File: src/rtl/throughout_first_match_monitor.sv
// Multi-channel "guard throughout (a && b)" monitor with first-match semantics
// and a bounded wait window. Each channel reports registered pass/fail pulses,
// the fail cause, the match latency and start collisions. Aggregate saturating
// counters sum the pulses across all channels.
module throughout_first_match_monitor #(
    parameter int unsigned NUM_CH  = 4,
    parameter int unsigned MAX_WIN = 8,
    parameter int unsigned CNT_W   = 16,
    localparam int unsigned LAT_W  = $clog2(MAX_WIN + 1)
) (
    input  logic                    clk,
    input  logic                    rst,
    input  logic                    clear,
    input  logic [NUM_CH-1:0]       start,
    input  logic [NUM_CH-1:0]       guard,
    input  logic [NUM_CH-1:0]       cond_a,
    input  logic [NUM_CH-1:0]       cond_b,
    output logic [NUM_CH-1:0]       busy,
    output logic [NUM_CH-1:0]       pass,
    output logic [NUM_CH-1:0]       fail,
    output logic [2*NUM_CH-1:0]     fail_code,
    output logic [LAT_W*NUM_CH-1:0] match_lat,
    output logic [NUM_CH-1:0]       start_drop,
    output logic [CNT_W-1:0]        pass_cnt,
    output logic [CNT_W-1:0]        fail_cnt
);

    localparam int unsigned PC_W  = $clog2(NUM_CH + 1);
    localparam int unsigned SUM_W = CNT_W + PC_W;

    localparam logic [LAT_W-1:0] LatMax      = LAT_W'(MAX_WIN);
    localparam logic [1:0]       CodeGuard   = 2'b01;
    localparam logic [1:0]       CodeTimeout = 2'b10;

    typedef enum logic {StIdle, StWait} state_e;

    state_e           state_q [NUM_CH];
    logic [LAT_W-1:0] cnt_q   [NUM_CH];

    logic [PC_W-1:0]  pass_pop;
    logic [PC_W-1:0]  fail_pop;
    logic [SUM_W-1:0] pass_sum;
    logic [SUM_W-1:0] fail_sum;

    // busy reflects the registered WAIT state directly
    always_comb begin
        busy = '0;
        for (int ch = 0; ch < NUM_CH; ch++) begin
            busy[ch] = (state_q[ch] == StWait);
        end
    end

    // Per-channel attempt FSMs with registered result pulses
    always_ff @(posedge clk or posedge rst) begin
        if (rst) begin
            for (int ch = 0; ch < NUM_CH; ch++) begin
                state_q[ch] <= StIdle;
                cnt_q[ch]   <= '0;
            end
            pass       <= '0;
            fail       <= '0;
            fail_code  <= '0;
            match_lat  <= '0;
            start_drop <= '0;
        end else begin
            for (int ch = 0; ch < NUM_CH; ch++) begin
                pass[ch]       <= 1'b0;
                fail[ch]       <= 1'b0;
                // A start seen in WAIT never re-arms, even on the terminating cycle
                start_drop[ch] <= start[ch] && (state_q[ch] == StWait);
                unique case (state_q[ch])
                    StIdle: begin
                        if (start[ch]) begin
                            if (!guard[ch]) begin
                                fail[ch]               <= 1'b1;
                                fail_code[2*ch +: 2]   <= CodeGuard;
                            end else if (cond_a[ch] && cond_b[ch]) begin
                                pass[ch]                   <= 1'b1;
                                match_lat[LAT_W*ch +: LAT_W] <= '0;
                            end else begin
                                state_q[ch] <= StWait;
                                cnt_q[ch]   <= LAT_W'(1);
                            end
                        end
                    end
                    StWait: begin
                        if (!guard[ch]) begin
                            fail[ch]             <= 1'b1;
                            fail_code[2*ch +: 2] <= CodeGuard;
                            state_q[ch]          <= StIdle;
                        end else if (cond_a[ch] && cond_b[ch]) begin
                            // Match is checked before timeout so cnt==MAX_WIN can still pass
                            pass[ch]                     <= 1'b1;
                            match_lat[LAT_W*ch +: LAT_W] <= cnt_q[ch];
                            state_q[ch]                  <= StIdle;
                        end else if (cnt_q[ch] == LatMax) begin
                            fail[ch]             <= 1'b1;
                            fail_code[2*ch +: 2] <= CodeTimeout;
                            state_q[ch]          <= StIdle;
                        end else begin
                            cnt_q[ch] <= cnt_q[ch] + LAT_W'(1);
                        end
                    end
                endcase
            end
        end
    end

    // Popcount of this cycle's pass/fail pulses and widened sums for saturation
    always_comb begin
        pass_pop = '0;
        fail_pop = '0;
        for (int ch = 0; ch < NUM_CH; ch++) begin
            pass_pop = pass_pop + PC_W'(pass[ch]);
            fail_pop = fail_pop + PC_W'(fail[ch]);
        end
        pass_sum = SUM_W'(pass_cnt) + SUM_W'(pass_pop);
        fail_sum = SUM_W'(fail_cnt) + SUM_W'(fail_pop);
    end

    // Saturating aggregate counters; clear wins over same-cycle increments
    always_ff @(posedge clk or posedge rst) begin
        if (rst) begin
            pass_cnt <= '0;
            fail_cnt <= '0;
        end else if (clear) begin
            pass_cnt <= '0;
            fail_cnt <= '0;
        end else begin
            pass_cnt <= (|pass_sum[SUM_W-1:CNT_W]) ? '1 : pass_sum[CNT_W-1:0];
            fail_cnt <= (|fail_sum[SUM_W-1:CNT_W]) ? '1 : fail_sum[CNT_W-1:0];
        end
    end

endmodule

File: config.mk
export PLATFORM = sky130hd
export DESIGN_NAME = throughout_first_match_monitor
export DESIGN_NICKNAME = d
export VERILOG_FILES = /design/src/rtl/throughout_first_match_monitor.sv
export SDC_FILE = /design/constraint.sdc
export NUM_CORES = 1
export LEC_CHECK = 0
export CAP_MARGIN = 0
export CORE_MARGIN = 2
export CORE_UTILIZATION = 40
export CTS_CLUSTER_DIAMETER = 80
export DETAILED_ROUTE_END_ITERATION = 16
export PLACE_DENSITY = 0.68
export SYNTH_ARGS = -nofsm -noshare
export SYNTH_HDL_FRONTEND = slang
export SYNTH_SLANG_ARGS = --single-unit
export TNS_END_PERCENT = 100
File: constraint.sdc
create_clock -name clk -period 3 [get_ports clk]
set_input_delay 0.75 -clock clk [delete_from_list [all_inputs] [get_ports clk]]
set_output_delay 0.75 -clock clk [all_outputs]
set_load 0.01 [all_outputs]
## Yosys cells after proc, flatten, opt, wreduce, memory -nomap -nowiden

Index checks and enable logic that the tools add are counted.

| word-level totals | value |
|---|---|
| register bits after elaboration | 88 |
| logic and storage cells | 255 |
| bits of input ports | 19 |

| operators by class | value |
|---|---|
| mux-type cells | 148 |
| reductions and logical operators | 22 |
| bitwise gates (word level) | 4 |
| equal/unequal tests | 48 |
| add/subtract/negate cells | 12 |

Operators with widths:

| operator | count |
|---|---|
| 4-bit two-way mux | 44 |
| 16-bit two-way mux | 4 |
| 2-bit inequality test, second input constant | 32 |
| 4-bit case mux with 2 select lines | 8 |
| 1-bit two-way mux | 56 |
| 2-bit two-way mux | 20 |
| 16-bit by 3-bit adder with 17-bit output | 2 |
| 1-bit case mux with 2 select lines | 12 |
| 6-bit AND reduction | 4 |
| 5-bit AND reduction | 4 |
| 4-bit by 1-bit adder with 4-bit output, second input constant | 4 |
| 4-bit == test, second input constant | 4 |
| 2-bit case mux with 2 select lines | 4 |
| 4-bit AND reduction | 4 |
| 3-bit by 2-bit inequality test with 1-bit output, second input constant | 4 |
| 3-bit inequality test, second input constant | 4 |
| 1-bit logical AND | 8 |
| 2-bit by 1-bit inequality test with 1-bit output, second input constant | 4 |
| 2-bit by 1-bit adder with 3-bit output | 2 |
| 3-bit by 1-bit adder with 3-bit output | 2 |
| 3-bit OR reduction | 2 |
| 1-bit by 1-bit adder with 2-bit output | 2 |
| 1-bit NOT | 4 |

## Depth between registers and ports, before layout

| logic depth | value |
|---|---|
| depth after elaboration | 7 |
| mapped depth | 9 |
| mapped depth without buffers | 9 |

## Least setup slack after synthesis

OpenSTA, ideal clock, no wires.

| timing | value |
|---|---|
| path type | flip-flop to flip-flop |
| start | register pass[0] |
| end | register pass_cnt[14] |
| stages on the path, launching flop included | 10 |
| buffers on the path | 0 |
| data required time | 2.901 ns |
| arrival | 2.498 ns |
| setup slack | 0.402 ns |
| cells stage by stage | dfrtp_1 > fa_1 > inv_1 > fa_1 > inv_1 > fa_1 > nand3_2 > nor4_4 > a21oi_1 > a311oi_1 |

| between the ends | value |
|---|---|
| longest elaborated chain between the ends | 7 |

Ends and longest elaborated chain:

| item | line | RTL |
|---|---|---|
| start, declared | 19 | `output logic [NUM_CH-1:0] pass,` |
| start signal, assigned | 60 | `pass <= '0;` |
| start signal, assigned by index | 67 | `pass[ch] <= 1'b0;` |
| start signal, assigned by index | 78 | `pass[ch] <= 1'b1;` |
| 1-bit by 1-bit adder with 2-bit output (*) | 114 | `pass_pop = pass_pop + PC_W'(pass[ch]);` |
| 2-bit by 1-bit adder with 3-bit output (*) | 114 |  |
| 3-bit by 1-bit adder with 3-bit output (*) | 114 |  |
| 16-bit by 3-bit adder with 17-bit output (*) | 117 | `pass_sum = SUM_W'(pass_cnt) + SUM_W'(pass_pop);` |
| 3-bit OR reduction | 130 | `pass_cnt <= (\|pass_sum[SUM_W-1:CNT_W]) ? '1 : pass_sum[CNT_W-1:0];` |
| 16-bit two-way mux (*) | 130 |  |
| 16-bit two-way mux (*) | 126 | `end else if (clear) begin` |
| end signal, assigned | 130 |  |
| end, declared | 24 | `output logic [CNT_W-1:0] pass_cnt,` |

Mark *: on every way between the ends. The rest lies on a longest branch, timed or not.
A chain may end at the register's enable or synchronous reset.

## Worst setup path in the final report

Same ends and word-level chain as after synthesis.

==> impl_metrics.ini <==
[cts]
cts_max_level = 3
cts_tree = built
clk_latency_ns = 0.35
clk_pin_slew_ns = 0.09
cts_buffers = 9
postCtsSetupRepairBufs = 0
clk_path_buf_depth = 2
cts_root_buf = clkbuf_8
cts.sinks = 88
cts-resized-gates = 0
ctsHoldBuffers = 0

[floorplanning]
core_area_sq_um = 10300
die_h_um = 107
dieArea_sq_um = 11500
dieWidth_um = 107
start_util = 0.413
ios = 91
row_count = 37

[synth]
syn_area_per_cell_sq_um = 10.6
async_reset_ff_frac = 1.00
synth_nets = 437
synth_cell_types = 49
synth-seq-area-share = 0.517
synth_edf_count = 0
ys_warn_count = 0
synthesis.area_sq_um = 4260
yosys_most_used_dff = dfrtp_1
syn_inst = 402
ys_seq_elements = 88

[worst_hold_path]
hold_end = match_lat[12]
min_path_type = flip-flop to flip-flop
whs_path_depth = 2
hold_path_startpoint = match_lat[12]

[outcome]
outcome = finished, final reports clean

[critical_path]
timing.critical_path.from = pass[0]
r2r_start = pass[0]
crit_top_cell = fa_1
path_class = flip-flop to flip-flop
critPathBufInv = 2
crit_chain = fa_1 -> inv_1 -> fa_1 -> inv_1 -> fa_1 -> nand3_2 -> nor4_4 -> a21oi_1 -> a311oi_1
slowest_stage = fa_1
end_kind = flip-flop
cp-start-kind = flip-flop
crit_family = adder cells
r2r_setup_slack_ns = 0.27
reg2reg_to = pass_cnt[14]
critPathRequiredTime_ns = 3.25
path_max_fanout = 6
reg2reg_depth = 9
max_stage_delay_ns = 0.53
critPathArrivalTime_ns = 2.98

[detailed_routing]
drt-vias-per-instance = 5.12
via_count = 3291
drc = 0
firstDrtPassIters = 4
final_antenna_net_count = 0
first_iter_violations = 132
avgRoutedWirePerCell_um = 14.5
wirelength_mm = 9.33

[placement]
io_buffers = 90
place.gp.congestion = 0.855
place_hpwl_mm = 7.00
dp_worst_setup_slack_ns = 0.270

[global_route]
antenna_found_initial = 0
grt_pass1_vias = 3232
track_usage = 0.174
grt_max_degree = 38
overflow = 0
grt_pass1_wl_mm = 16.1

[timing]
tightest_slew_ns = 0.565
period_share = 0.910
fin_hold_ws_ns = 0.487
slew_viol_final = 0
finClkSkew_ns = 0.0136
slew_headroom = 0.620
rsz0062_at_grt = no
tns_ns = 0
fin_ws_ns = 0.270
min_period_ns = 2.73
setup_violations = 0
hold_viol = 0
fmax_ghz = 0.366

[power]
powerDensity_nw_per_um2 = 523
p_leak_nw = 2.46
ir_worst_vdd_uv = 341

[final_layout]
drive_gt1_frac = 0.0809
final_nets = 537
syn_to_final_growth_pct = 31.4
final_common_cell = clkdlybuf4s50_1
mostFrequentLayoutCells = clkdlybuf4s50_1, dfrtp_1, nand2_1
diodes = 0

[flow_run]
maxCapViolCount = 0
Yosys cell counts, drive strengths merged, types with 3 or more instances:
cell type / instances / share of area
dfrtp: 88 / 0.52
nand2: 40 / 0.035
inv: 34 / 0.030
a21oi: 26 / 0.031
o21ai: 23 / 0.027
nor2: 20 / 0.018
nand4: 17 / 0.026
nand3: 14 / 0.020
xnor2: 11 / 0.023
xor2: 11 / 0.023
a22o: 10 / 0.021
ha: 10 / 0.029
and2: 7 / 0.010
and3: 7 / 0.010
nor2b: 7 / 0.010
fa: 6 / 0.028
mux2i: 6 / 0.014
nor3: 6 / 0.0071
clkbuf: 5 / 0.0044
o2111ai: 4 / 0.0082
o22ai: 4 / 0.0059
a2111oi: 3 / 0.014
a21boi: 3 / 0.0071
a311oi: 3 / 0.0062
a31oi: 3 / 0.0044
and3b: 3 / 0.0062
mux2: 3 / 0.0079
nand4b: 3 / 0.0062
or2: 3 / 0.0044
or3: 3 / 0.0044
worst max-delay path by stage:
stage,end,slack (ns),cells past startpoint
after detailed placement,pass_cnt[14],0.27,9
after global placement,pass_cnt[14],0.33,9
after global routing,pass_cnt[15],0.12,9
final,pass_cnt[14],0.27,9
after CTS,pass_cnt[14],0.26,9
after floorplan,pass_cnt[14],0.40,9
layout make-up:
class	instances	area, sq um
tap	136	170
timing repair buffer	96	958
inverter	34	131
clock buffer	11	131
multi-input combinational	273	1900
clock inverter	5	104
sequential	88	2200
fill	899	4730
state kept, by name, indices dropped and copies added (netlist names):
name        count
busy            4
cnt_q          16
fail            4
fail_cnt       16
fail_code       8
match_lat      16
pass            4
pass_cnt       16
start_drop      4
tightest hold or removal path, stage by stage (launching register included):
cell     delay, ns
dfrtp_1       0.35
nand2_1       0.04
o21ai_0       0.06
cell families (layout without fill, tap and decap cells):
family / Yosys count / count (layout) / share of synthesized area
AOI/OAI and AO/OA: 88 / 88 / 0.141
xor gates and xnor gates: 22 / 22 / 0.0452
adders and majority gates: 16 / 16 / 0.0576
buffers and inverters: 41 / 146 / 0.0367
DFF: 88 / 88 / 0.517
muxes: 9 / 9 / 0.0220
and+or+nand+nor: 138 / 138 / 0.181
routing by layer:
metal / global-route usage / part of all wire / vias up
met5: 0 / 0 / -
met4: 0.0501 / 0.010 / 0
met3: 0.0438 / 0.036 / 4
met2: 0.276 / 0.50 / 71
met1: 0.238 / 0.46 / 1601
li1: - / - / 1615
metrics by stage:
stage | std cells | cell area, sq um | util | power [mW]
floorplan | 402 | 4260 | - | 1.72
global placement | 627 | 5360 | 0.519 | 1.98
detailed placement | 627 | 5360 | 0.519 | 1.99
CTS | 643 | 5600 | 0.542 | 2.97
global route | 643 | 5600 | 0.542 | 3.10
finish | 643 | 5600 | 0.542 | 2.93
power breakdown:
| group | internal [mW] | switching [mW] |
|---|---|---|
| registers | 1.31 | 0.133 |
| clock network | 0.556 | 0.408 |
| logic | 0.283 | 0.241 |
No activity file was read; power rests on OpenSTA's default activity.
